--- src/rtl/color_dec_pkg.sv ---
// Shared mode encoding and mode-sequencing helpers for color_mode_decoder.
// COLOR_DEC_BLINK_EN adds the BLINK mode to the cycle.
package color_dec_pkg;

  localparam int MODE_W = 2;

  typedef enum logic [MODE_W-1:0] {
    MODE_ONEHOT = 2'd0,
    MODE_BINARY = 2'd1,
    MODE_BLINK  = 2'd2
  } mode_t;

  function automatic logic mode_valid(input mode_t m);
    case (m)
      MODE_ONEHOT: return 1'b1;
      MODE_BINARY: return 1'b1;
`ifdef COLOR_DEC_BLINK_EN
      MODE_BLINK:  return 1'b1;
`endif
      default:     return 1'b0;
    endcase
  endfunction

  function automatic mode_t next_mode(input mode_t m);
    case (m)
      MODE_ONEHOT: return MODE_BINARY;
`ifdef COLOR_DEC_BLINK_EN
      MODE_BINARY: return MODE_BLINK;
`endif
      default:     return MODE_ONEHOT;
    endcase
  endfunction

endpackage

--- src/rtl/button_debounce.sv ---
// Two-flop synchronizer plus level debouncer for the raw mode button.
// btn_rise pulses for one cycle when the debounced level goes 0 -> 1.
module button_debounce #(
  parameter int DEBOUNCE_CYCLES = 16
) (
  input  logic clk,
  input  logic reset,
  input  logic btn_raw,
  output logic btn_level,
  output logic btn_rise
);

  localparam int CNT_W = (DEBOUNCE_CYCLES > 2) ? $clog2(DEBOUNCE_CYCLES) : 1;
  localparam logic [CNT_W-1:0] CNT_LAST = CNT_W'(DEBOUNCE_CYCLES - 1);

  logic             r_sync1;
  logic             r_sync2;
  logic             r_level;
  logic             r_rise;
  logic [CNT_W-1:0] r_cnt;

  always_ff @(posedge clk or posedge reset) begin
    if (reset) begin
      r_sync1 <= 1'b0;
      r_sync2 <= 1'b0;
      r_level <= 1'b0;
      r_rise  <= 1'b0;
      r_cnt   <= '0;
    end else begin
      r_sync1 <= btn_raw;
      r_sync2 <= r_sync1;
      r_rise  <= 1'b0;
      // Any cycle agreeing with the held level restarts the stability count.
      if (r_sync2 == r_level) begin
        r_cnt <= '0;
      end else if (r_cnt == CNT_LAST) begin
        r_level <= r_sync2;
        r_rise  <= r_sync2;
        r_cnt   <= '0;
      end else begin
        r_cnt <= r_cnt + CNT_W'(1);
      end
    end
  end

  assign btn_level = r_level;
  assign btn_rise  = r_rise;

endmodule

--- src/rtl/color_mode_decoder.sv ---
// Decodes a color code onto output pins in ONEHOT / BINARY (/ BLINK) mode,
// advanced by a debounced button. Define COLOR_DEC_BLINK_EN to include BLINK.
module color_mode_decoder
  import color_dec_pkg::*;
#(
  parameter int COLOR_W         = 4,
  parameter int PIN_N           = 4,
  parameter int DEBOUNCE_CYCLES = 16,
  parameter int BLINK_HALF      = 8
) (
  input  logic               clk,
  input  logic               reset,
  input  logic [COLOR_W-1:0] color,
  input  logic               mode_btn,
  output logic [PIN_N-1:0]   pins,
  output logic [MODE_W-1:0]  mode
);

  logic             w_btn_level;
  logic             w_btn_rise;
  logic             w_advance;
  mode_t            r_mode;
  mode_t            w_mode_next;
  logic [PIN_N-1:0] r_pins;
  logic [PIN_N-1:0] w_pins_next;
  logic [PIN_N-1:0] w_onehot;
  logic [PIN_N-1:0] w_binary;

  button_debounce #(
    .DEBOUNCE_CYCLES (DEBOUNCE_CYCLES)
  ) u_debounce (
    .clk       (clk),
    .reset     (reset),
    .btn_raw   (mode_btn),
    .btn_level (w_btn_level),
    .btn_rise  (w_btn_rise)
  );

  assign w_advance = w_btn_rise & w_btn_level;

  always_comb begin
    w_mode_next = r_mode;
    if (!mode_valid(r_mode)) begin
      w_mode_next = MODE_ONEHOT;
    end else if (w_advance) begin
      w_mode_next = next_mode(r_mode);
    end
  end

  // Colors at or beyond PIN_N match no bit and so light nothing.
  always_comb begin
    for (int i = 0; i < PIN_N; i++) begin
      w_onehot[i] = (color == COLOR_W'(i));
    end
  end

  if (PIN_N <= COLOR_W) begin : g_bin_trunc
    assign w_binary = color[PIN_N-1:0];
  end else begin : g_bin_ext
    assign w_binary = {{(PIN_N - COLOR_W){1'b0}}, color};
  end

`ifdef COLOR_DEC_BLINK_EN
  localparam int BLINK_W = $clog2(BLINK_HALF + 1);
  localparam logic [BLINK_W-1:0] BLINK_LAST = BLINK_W'(BLINK_HALF - 1);

  logic [BLINK_W-1:0] r_blink_cnt;
  logic [BLINK_W-1:0] w_blink_cnt_next;
  logic               r_phase;
  logic               w_phase_next;

  // Entering BLINK restarts the pattern lit, so the first half-period is visible.
  always_comb begin
    w_blink_cnt_next = r_blink_cnt;
    w_phase_next     = r_phase;
    if (w_mode_next == MODE_BLINK) begin
      if (r_mode != MODE_BLINK) begin
        w_blink_cnt_next = '0;
        w_phase_next     = 1'b1;
      end else if (r_blink_cnt == BLINK_LAST) begin
        w_blink_cnt_next = '0;
        w_phase_next     = ~r_phase;
      end else begin
        w_blink_cnt_next = r_blink_cnt + BLINK_W'(1);
      end
    end
  end

  always_ff @(posedge clk or posedge reset) begin
    if (reset) begin
      r_blink_cnt <= '0;
      r_phase     <= 1'b1;
    end else begin
      r_blink_cnt <= w_blink_cnt_next;
      r_phase     <= w_phase_next;
    end
  end
`endif

  always_comb begin
    w_pins_next = '0;
    case (w_mode_next)
      MODE_ONEHOT: w_pins_next = w_onehot;
      MODE_BINARY: w_pins_next = w_binary;
`ifdef COLOR_DEC_BLINK_EN
      MODE_BLINK:  w_pins_next = w_phase_next ? w_onehot : '0;
`endif
      default:     w_pins_next = '0;
    endcase
  end

  always_ff @(posedge clk or posedge reset) begin
    if (reset) begin
      r_mode <= MODE_ONEHOT;
      r_pins <= '0;
    end else begin
      r_mode <= w_mode_next;
      r_pins <= w_pins_next;
    end
  end

  assign pins = r_pins;
  assign mode = r_mode;

endmodule

--- config.mk ---
export PLATFORM = sky130hd
export DESIGN_NAME = color_mode_decoder
export DESIGN_NICKNAME = d
export VERILOG_FILES = /design/src/rtl/color_dec_pkg.sv /design/src/rtl/button_debounce.sv /design/src/rtl/color_mode_decoder.sv
export SDC_FILE = /design/constraint.sdc
export NUM_CORES = 1
export LEC_CHECK = 0
export CORE_AREA = 4 4 41 43
export DETAILED_ROUTE_END_ITERATION = 16
export DIE_AREA = 0 0 45 47
export GPL_ROUTABILITY_DRIVEN = 0
export GPL_TIMING_DRIVEN = 0
export PLACE_DENSITY_LB_ADDON = 0.25
export SYNTH_ARGS = -nofsm -noshare
export SYNTH_HDL_FRONTEND = slang
export SYNTH_SLANG_ARGS = --single-unit
export TNS_END_PERCENT = 20
--- constraint.sdc ---
create_clock -name clk -period 1.9 [get_ports clk]
set_clock_uncertainty 0.15 [all_clocks]
set_input_delay 0.38 -clock clk [delete_from_list [all_inputs] [get_ports clk]]
set_output_delay 0.38 -clock clk [all_outputs]
set_load 0.03 [all_outputs]
==> metrics.log, run 1 <==
INFO  metric drc_errors = 0
INFO  metric synth.ff_latch_count = 14
INFO  metric antennaDiodeCount = 0
INFO  metric floorplan.initialDensity = 0.444
INFO  metric cts-root-to-sink-buffers = 2
INFO  metric worst_setup_path_start_kind = register
INFO  metric muxShareOfSynthArea = 0.136
INFO  metric crit_slowest_cell = clkdlybuf4s50_1
INFO  metric route.detailed.vias_per_inst = 4.84
INFO  metric crit_cells = 1
INFO  metric clock_buffers_created_by_tritoncts = 3
INFO  metric use_met3 = 0.0230
INFO  metric reg2reg_from = u_debounce.btn_level$_DFFE_PP0P_
INFO  metric core_area = 1300 µm²
INFO  metric synth_top_family_by_area = simple AND/OR/NAND/NOR gates
INFO  metric fin_crit = 1.84 ns
INFO  metric post-route-util = 0.579
INFO  metric timing.critical_path.cells = clkdlybuf4s50_1
INFO  metric grt_antenna_before_repair = 0
INFO  metric critPathKind = register to primary output
INFO  metric synth_simple_gate_area_frac = 0.154
INFO  metric max_freq = 544 MHz
INFO  metric cts_setup_buffers = 0
INFO  metric p_per_area = 757 nW/µm²
INFO  metric first_pass_iteration_count_of_the_detailed_router = 2
INFO  metric post_synth_fa_ha_maj_area_fraction = 0.0216
INFO  metric met1_usage = 0.112
INFO  metric hpwl = 664 µm
INFO  metric worst_hold_path_type = register to register
INFO  metric holdBufCountCts = 0
INFO  metric overall_via_count_from_detail_route = 368
INFO  metric clk_pin_slew = 0.08 ns
INFO  metric synth_compound_gate_area_share = 0.0260
INFO  metric grt_setup_unrepaired = false
INFO  metric power.ir.vdd_worst = 0.566 mV
INFO  metric timing.final.setup_violations = 0
INFO  metric p_leak = 0.343 nW
INFO  metric cpPeakStageDelay = 0.68 ns
INFO  metric report.final.slew_viol_count = 0
INFO  metric timing.max_slew.rel_slack = 0.644
INFO  metric synth.yosys.seq_area_share = 0.606
INFO  metric cp.required = 1.37 ns
INFO  metric antenna_violating_nets_post_route = 0
INFO  metric synthDistinctLibCells = 20
INFO  metric synthesis.area_per_instance = 12.8 µm²
INFO  metric die_area = 2120 µm²
INFO  metric grt_use_total = 0.0994
INFO  metric routedWlPerCell = 10.9 µm
INFO  metric finalNetCount = 70
INFO  metric clock_latency = 0.26 ns
INFO  metric chipWidth = 45 µm
INFO  metric largest_fanout_on_the_critical_path = 3
INFO  metric hold_start = u_debounce.r_sync1$_DFF_PP0_
INFO  metric die_height = 47 µm
INFO  metric total_negative_slack_for_setup_checks = 0 ns
INFO  metric via_count_of_the_first_global_routing_pass = 360
INFO  metric timing.final.hold_violations = 0
INFO  metric global_route.peak_usage_layer = met2
INFO  metric tightest_slew = 0.534 ns
INFO  metric nFillCells = 118
INFO  metric drtIter0Drc = 3
INFO  metric largest_net_degree_at_the_start_of_global_routing = 15
INFO  metric regToRegSetupSlack = 0.45 ns
INFO  metric cts_root_buf = clkbuf_4
INFO  metric synth_warnings = 0
INFO  metric tritoncts = built
INFO  metric reg2reg_depth = 3
INFO  metric hold_depth = 0
INFO  metric mappedNetlistNets = 53
INFO  metric post_synth_instance_area = 578 µm²
INFO  metric placement_rows = 13
INFO  metric route.final.wire_length = 826 µm
INFO  metric ctsHtreeMaxLevel = 1
INFO  metric io_pins = 13
INFO  metric cts_sinks = 14
INFO  metric status = complete, no violations
INFO  metric critical_path.n_buffers_inverters = 1
INFO  metric globalRoute.totalOverflow = 0
INFO  metric grt_pass1_wl = 1440 µm
INFO  metric postSynthCellCount = 45
INFO  metric count_of_buffers_inserted_at_the_top_level_ports = 12
INFO  metric cap_viol_max_count = 0
INFO  metric drive_above_1_share = 0.148
INFO  metric layout_worst_path_cycle_share = 0.968
INFO  metric xor_xnor_portion_of_the_synthesized_cell_area = 0.0303
INFO  metric met2_track_demand_over_resource = 0.167
INFO  metric area_growth = 30.3%
INFO  metric critPathArrivalTime = 1.31 ns
INFO  metric largest_delay_contributor_family_on_the_critical_path = buffers and inverters
INFO  metric cts_repair_resize_count = 0
INFO  metric critPathLaunch = mode[1]$_DFF_PP0_
INFO  metric worstSetupEndpointType = primary output
[state kept, by name, indices dropped and copies added, names as in the netlist]
| name | count |
|---|---|
| u_debounce.r_sync1 | 1 |
| mode | 2 |
| u_debounce.r_cnt | 4 |
| u_debounce.r_sync2 | 1 |
| u_debounce.btn_level | 1 |
| pins | 4 |
| u_debounce.btn_rise | 1 |
[stage by stage]
step / worst slack (ns) / hold WS [ns] / total power [W] / instances / instance area (µm²)
finish: 0.0610 / 0.207 / 0.000571 / 76 / 753
global route: 0.00875 / 0.233 / 0.000604 / 76 / 753
CTS: 0.0430 / 0.212 / 0.000582 / 76 / 753
detailed placement: 0.234 / 0.193 / 0.000376 / 72 / 717
global placement: 0.253 / 0.183 / 0.000374 / 72 / 717
floorplan: 0.400 / 0.119 / 0.000348 / 45 / 578
[final timing paths]
path                                                endpoint
worst max-delay path                                 mode[1]
worst min-delay path            u_debounce.r_sync2$_DFF_PP0_
worst max register to register             pins[0]$_DFF_PP0_
worst min register to register  u_debounce.r_sync2$_DFF_PP0_
max in group asynchronous                  pins[3]$_DFF_PP0_
min in group asynchronous                  mode[1]$_DFF_PP0_
[report_power, final]
group | leakage, nW | switching (W) | internal [W] | total (W)
logic | 0.137 | 0.0000266 | 0.0000271 | 0.0000537
clock network | 0.0210 | 0.0000852 | 0.000116 | 0.000201
registers | 0.185 | 0.00000720 | 0.000308 | 0.000315
[synth_stat cells]
cell	n	area, µm²
a21oi_1	2	10.0
conb_1	1	3.75
dfrtp_1	14	350
ha_1	1	12.5
inv_1	3	11.3
mux2_1	2	22.5
mux2_2	3	33.8
mux2i_4	1	22.5
nand2_2	1	6.26
nand2b_1	1	6.26
nand3_1	1	5.00
nand4b_1	1	8.76
nor2_1	3	11.3
nor2b_1	2	12.5
nor3_1	2	10.0
nor3b_1	2	15.0
nor4_1	1	6.26
o21ai_0	1	5.00
or2b_1	1	7.51
xnor2_1	2	17.5
[final cells by class]
type                            instances  area (µm²)  share of cell area
Sequential cell                        14         350               0.465
Inverter                                3        11.3              0.0150
Timing Repair Buffer                   12         120               0.159
Tap cell                               15        18.8              0.0249
Clock buffer                            4        36.3              0.0482
Multi-Input combinational cell         28         216               0.287
[layout by cell type, fill, tap and decap left out, drive strengths merged]
master / n
nand2b: 1
mux2: 5
inv: 3
dfrtp: 14
nand3: 1
nor2b: 2
nor4: 1
nor3: 2
nand4b: 1
o21ai: 1
conb: 1
nand2: 1
ha: 1
nor2: 3
xnor2: 2
clkbuf: 4
mux2i: 1
clkdlybuf4s50: 12
nor3b: 2
a21oi: 2
or2b: 1
[cells by family after synthesis]
logic type,Yosys count
xor gates and xnor gates,2
other,1
adders and majority gates,1
DFF,14
muxes,6
AOI/OAI and AO/OA,3
and+or+nand+nor,15
buffers and inverters,3
[worst register-to-register path: cells and delay by family (launching register included)]
kind             cells  cell delay (ns)
AND/OR/NAND/NOR      1             0.10
multiplexers         2             0.67
flip-flops           1             0.42
[per-layer routing]
layer / part of all wire / up-vias
met5: 0 / -
met1: 0.45 / 173
met2: 0.50 / 7
met4: 0 / 0
li1: - / 188
met3: 0.050 / 0
Power figures use the tool's default switching activity.
==> run 2, diff against run 1 <==
CORE_AREA = unset   (was 4 4 41 43)
CORE_MARGIN = 4   (was unset)
CORE_UTILIZATION = 42   (was unset)
DIE_AREA = unset   (was 0 0 45 47)
SYNTH_HIERARCHICAL = 1   (was unset)
clock period = 1.52 ns   (was 1.9 ns; I/O delays follow)
==> run 2 against run 1 <==
- first-iteration DRC count decreased by 100%
- global-route usage hardly changed
- area after synthesis up 1.5%
- via count fell by 1.4%
- critical path depth grew 2
- synthesized cell count is 2.2% lower
- flip-flop and latch count stayed put
- final cell count decreased by 1.3%
- setup slack hardly changed
==> metrics.log, run 2 <==
INFO  metric worstSetupEndpointType = register
INFO  metric synth_top_family_by_area = simple AND/OR/NAND/NOR gates
INFO  metric post_synth_instance_area = 587 µm² (+1.5%)
INFO  metric grt_pass1_wl = 1420 µm (-0.98%)
INFO  metric routedWlPerCell = 11.1 µm (+2.4%)
INFO  metric layout.cell_area.non_filler = 752 µm² (-0.17%)
INFO  metric p_leak = 0.376 nW (+9.6%)
INFO  metric ys.flop_type = dfrtp_1
INFO  metric count_of_buffers_inserted_at_the_top_level_ports = 12 (unchanged)
INFO  metric post_layout_nonfiller_instances = 75 (-1.3%)
INFO  metric synth.ff_latch_count = 14 (unchanged)
INFO  metric grt_antenna_before_repair = 0 (unchanged)
INFO  metric post-route-util = 0.578 (-0.000961)
INFO  metric report.final.slew_viol_count = 0 (unchanged)
INFO  metric drtIter0Drc = 0 (-3)
INFO  metric synth_warnings = 6 (+6)
INFO  metric cp.required = 1.53 ns (+0.16 ns)
INFO  metric route.final.wire_length = 835 µm (+1.1%)
INFO  metric mostFrequentLayoutCell = dfrtp_1
INFO  metric clock_buffers_created_by_tritoncts = 3 (unchanged)
INFO  metric synthesis.area_per_instance = 13.3 µm² (+3.8%)
INFO  metric fin_worst_hold_slack = 0.121 ns (-0.0864 ns)
INFO  metric timing.critical_path.cells = nand2_2 -> mux2i_4 -> mux2_2
INFO  metric worst_hold_path_type = input pin to async pin
INFO  metric synth.yosys.seq_area_share = 0.597 (-0.00905)
INFO  metric synth_most_common_cell = dfrtp_1
INFO  metric placement_rows = 13 (unchanged)
INFO  metric core_area = 1300 µm² (unchanged)
INFO  metric mappedNetlistNets = 52 (-1.9%)
INFO  metric finalNetCount = 69 (-1.4%)
INFO  metric cts-root-to-sink-buffers = 2 (unchanged)
INFO  metric overall_via_count_from_detail_route = 363 (-1.4%)
INFO  metric worst_setup_path_start_kind = register
INFO  metric most_common_library_cells_after_synthesis = dfrtp_1, mux2_2, inv_1, nor2_1
INFO  metric floorplan.initialDensity = 0.451 (+0.00673)
INFO  metric yosysTopAreaCell = dfrtp_1
INFO  metric status = complete, no violations
INFO  metric synthDistinctLibCells = 20 (unchanged)
INFO  metric timing.final.setup_violations = 0 (unchanged)
INFO  metric cts_root_buf = clkbuf_4
INFO  metric dpl-instance-area = 726 µm² (+1.2%)
INFO  metric globalRoute.totalOverflow = 0 (unchanged)
INFO  metric post_synth_edffs = 0 (unchanged)
INFO  metric post_synth_fa_ha_maj_area_fraction = 0.0213 (-0.000323)
INFO  metric total_power = 0.000715 W (+25%)
INFO  metric tritoncts = built
INFO  metric drive_above_1_share = 0.233 (+0.0858)
INFO  metric die_area = 2060 µm² (-2.6%)
INFO  metric synth_simple_gate_area_frac = 0.147 (-0.00656)
INFO  metric synth_async_sr_flop_share = 1.00 (unchanged)
INFO  metric fin_crit = 1.46 ns
INFO  metric cpPeakStageDelay = 0.43 ns (-0.25 ns)
INFO  metric clk_pin_slew = 0.08 ns (about the same)
INFO  metric antenna_violating_nets_post_route = 0 (unchanged)
INFO  metric critPathKind = register to register
INFO  metric hpwl = 644 µm (-3.0%)
INFO  metric postSynthCellCount = 44 (-2.2%)
INFO  metric p_per_area = 950 nW/µm² (+25%)
INFO  metric layout_worst_path_cycle_share = 0.960
INFO  metric highest_count_cells_in_the_layout_ignoring_fill_and_taps = dfrtp_1, clkdlybuf4s50_1, mux2_2, dlygate4sd2_1
INFO  metric grt_use_total = 0.0995 (+0.000153)
INFO  metric timing.final.hold_violations = 0 (unchanged)
INFO  metric cap_viol_max_count = 0 (unchanged)
INFO  metric largest_net_degree_at_the_start_of_global_routing = 9 (-6)
INFO  metric max_freq = 685 MHz
INFO  metric io_pins = 13 (unchanged)
INFO  metric route.detailed.vias_per_inst = 4.84 (about the same)
INFO  metric muxShareOfSynthArea = 0.141 (+0.00436)
INFO  metric synth_compound_gate_area_share = 0.0384 (+0.0124)
INFO  metric die_height = 45.4 µm (-3.4%)
INFO  metric via_count_of_the_first_global_routing_pass = 345 (-4.2%)
INFO  metric xor_xnor_portion_of_the_synthesized_cell_area = 0.0299 (-0.000452)
INFO  metric clock_latency = 0.27 ns (about the same)
INFO  metric grt_setup_unrepaired = false
INFO  metric power.ir.vdd_worst = 0.576 mV (+1.7%)
INFO  metric crit_slowest_cell = dfrtp_1
INFO  metric ctsHtreeMaxLevel = 1 (unchanged)
INFO  metric largest_fanout_on_the_critical_path = 5 (+2)
INFO  metric area_growth = 28.1%
INFO  metric chipWidth = 45.4 µm (+0.84%)
INFO  metric netlist_top_cells_area = dfrtp_1, mux2_2, mux2i_4, xnor2_1, mux2_4
INFO  metric placedCellCount = 71 (-1.4%)
INFO  metric synth_top_cell_area_share = 0.597 (-0.00905)
INFO  metric cts_sinks = 14 (unchanged)
INFO  metric antennaDiodeCount = 0 (unchanged)
INFO  metric critPathArrivalTime = 1.47 ns (+0.16 ns)
INFO  metric first_pass_iteration_count_of_the_detailed_router = 1 (-1)
INFO  metric drc_errors = 0 (unchanged)
run 2: logic make-up after synthesis:
kind of cell / Yosys count
buffers and inverters: 3
AO/OA/AOI/OAI: 3
flip-flops: 14
AND/OR/NAND/NOR: 14
multiplexers: 6
other: 1
adder cells (fa/ha/maj): 1
XOR/XNOR: 2
run 2: area by class of cell:
cell class                      instances  area, µm²
Inverter                                3       11.3
Tap cell                               15       18.8
Multi-Input combinational cell         27        225
Timing Repair Buffer                   12        110
Fill cell                             119        549
Sequential cell                        14        350
Clock buffer                            4       36.3
run 2: through the flow:
step / TNS [ns] / setup slack, ns
after global placement: -0.0209 / -0.0126
after CTS: 0 / 0.0162
after detailed placement: -0.0168 / -0.00964
final: 0 / 0.0608
after floorplan: 0 / 0.0148
after global routing: 0 / 0.00622
run 2: worst max-delay path, delay by kind of cell, from the launching register on:
| family | cells | cell delay [ns] |
|---|---|---|
| DFF | 1 | 0.43 |
| muxes | 2 | 0.66 |
| and+or+nand+nor | 1 | 0.11 |
run 2: power by group:
part           total (W)  internal (W)  switching, W
Combinational  0.0000640     0.0000312     0.0000328
Sequential      0.000395      0.000385     0.0000101
Clock           0.000255      0.000145      0.000110
Total           0.000715      0.000562      0.000153
run 2: path summary, 6_finish.rpt:
kind                                             startpoint                             to  slack [ns]  cells past startpoint
setup / recovery           u_debounce/btn_level$_DFFE_PP0P_              pins[1]$_DFF_PP0_        0.06                      3
hold / removal                                        reset              mode[0]$_DFF_PP0_        0.12                      2
setup reg to reg           u_debounce/btn_level$_DFFE_PP0P_              pins[1]$_DFF_PP0_        0.06                      3
hold reg to reg                u_debounce/r_sync1$_DFF_PP0_   u_debounce/r_sync2$_DFF_PP0_        0.20                      0
max in group asynchronous                             reset  u_debounce/r_cnt[3]$_DFF_PP0_        0.85                      2
min in group clk               u_debounce/r_sync1$_DFF_PP0_   u_debounce/r_sync2$_DFF_PP0_        0.20                      0
run 2: layer usage:
metal | vias up | track usage | share of wire
li1 | 180 | - | -
met1 | 173 | 0.128 | 0.49
met2 | 10 | 0.136 | 0.44
met3 | 0 | 0.0474 | 0.075
met4 | 0 | 0.0526 | 0
met5 | - | 0 | 0
run 2: what timing repair did:
item,in CTS,in global routing
setup buffers,0,0
resized for setup,7,2
hold buffers,0,0
setup endpoints to repair,6,2
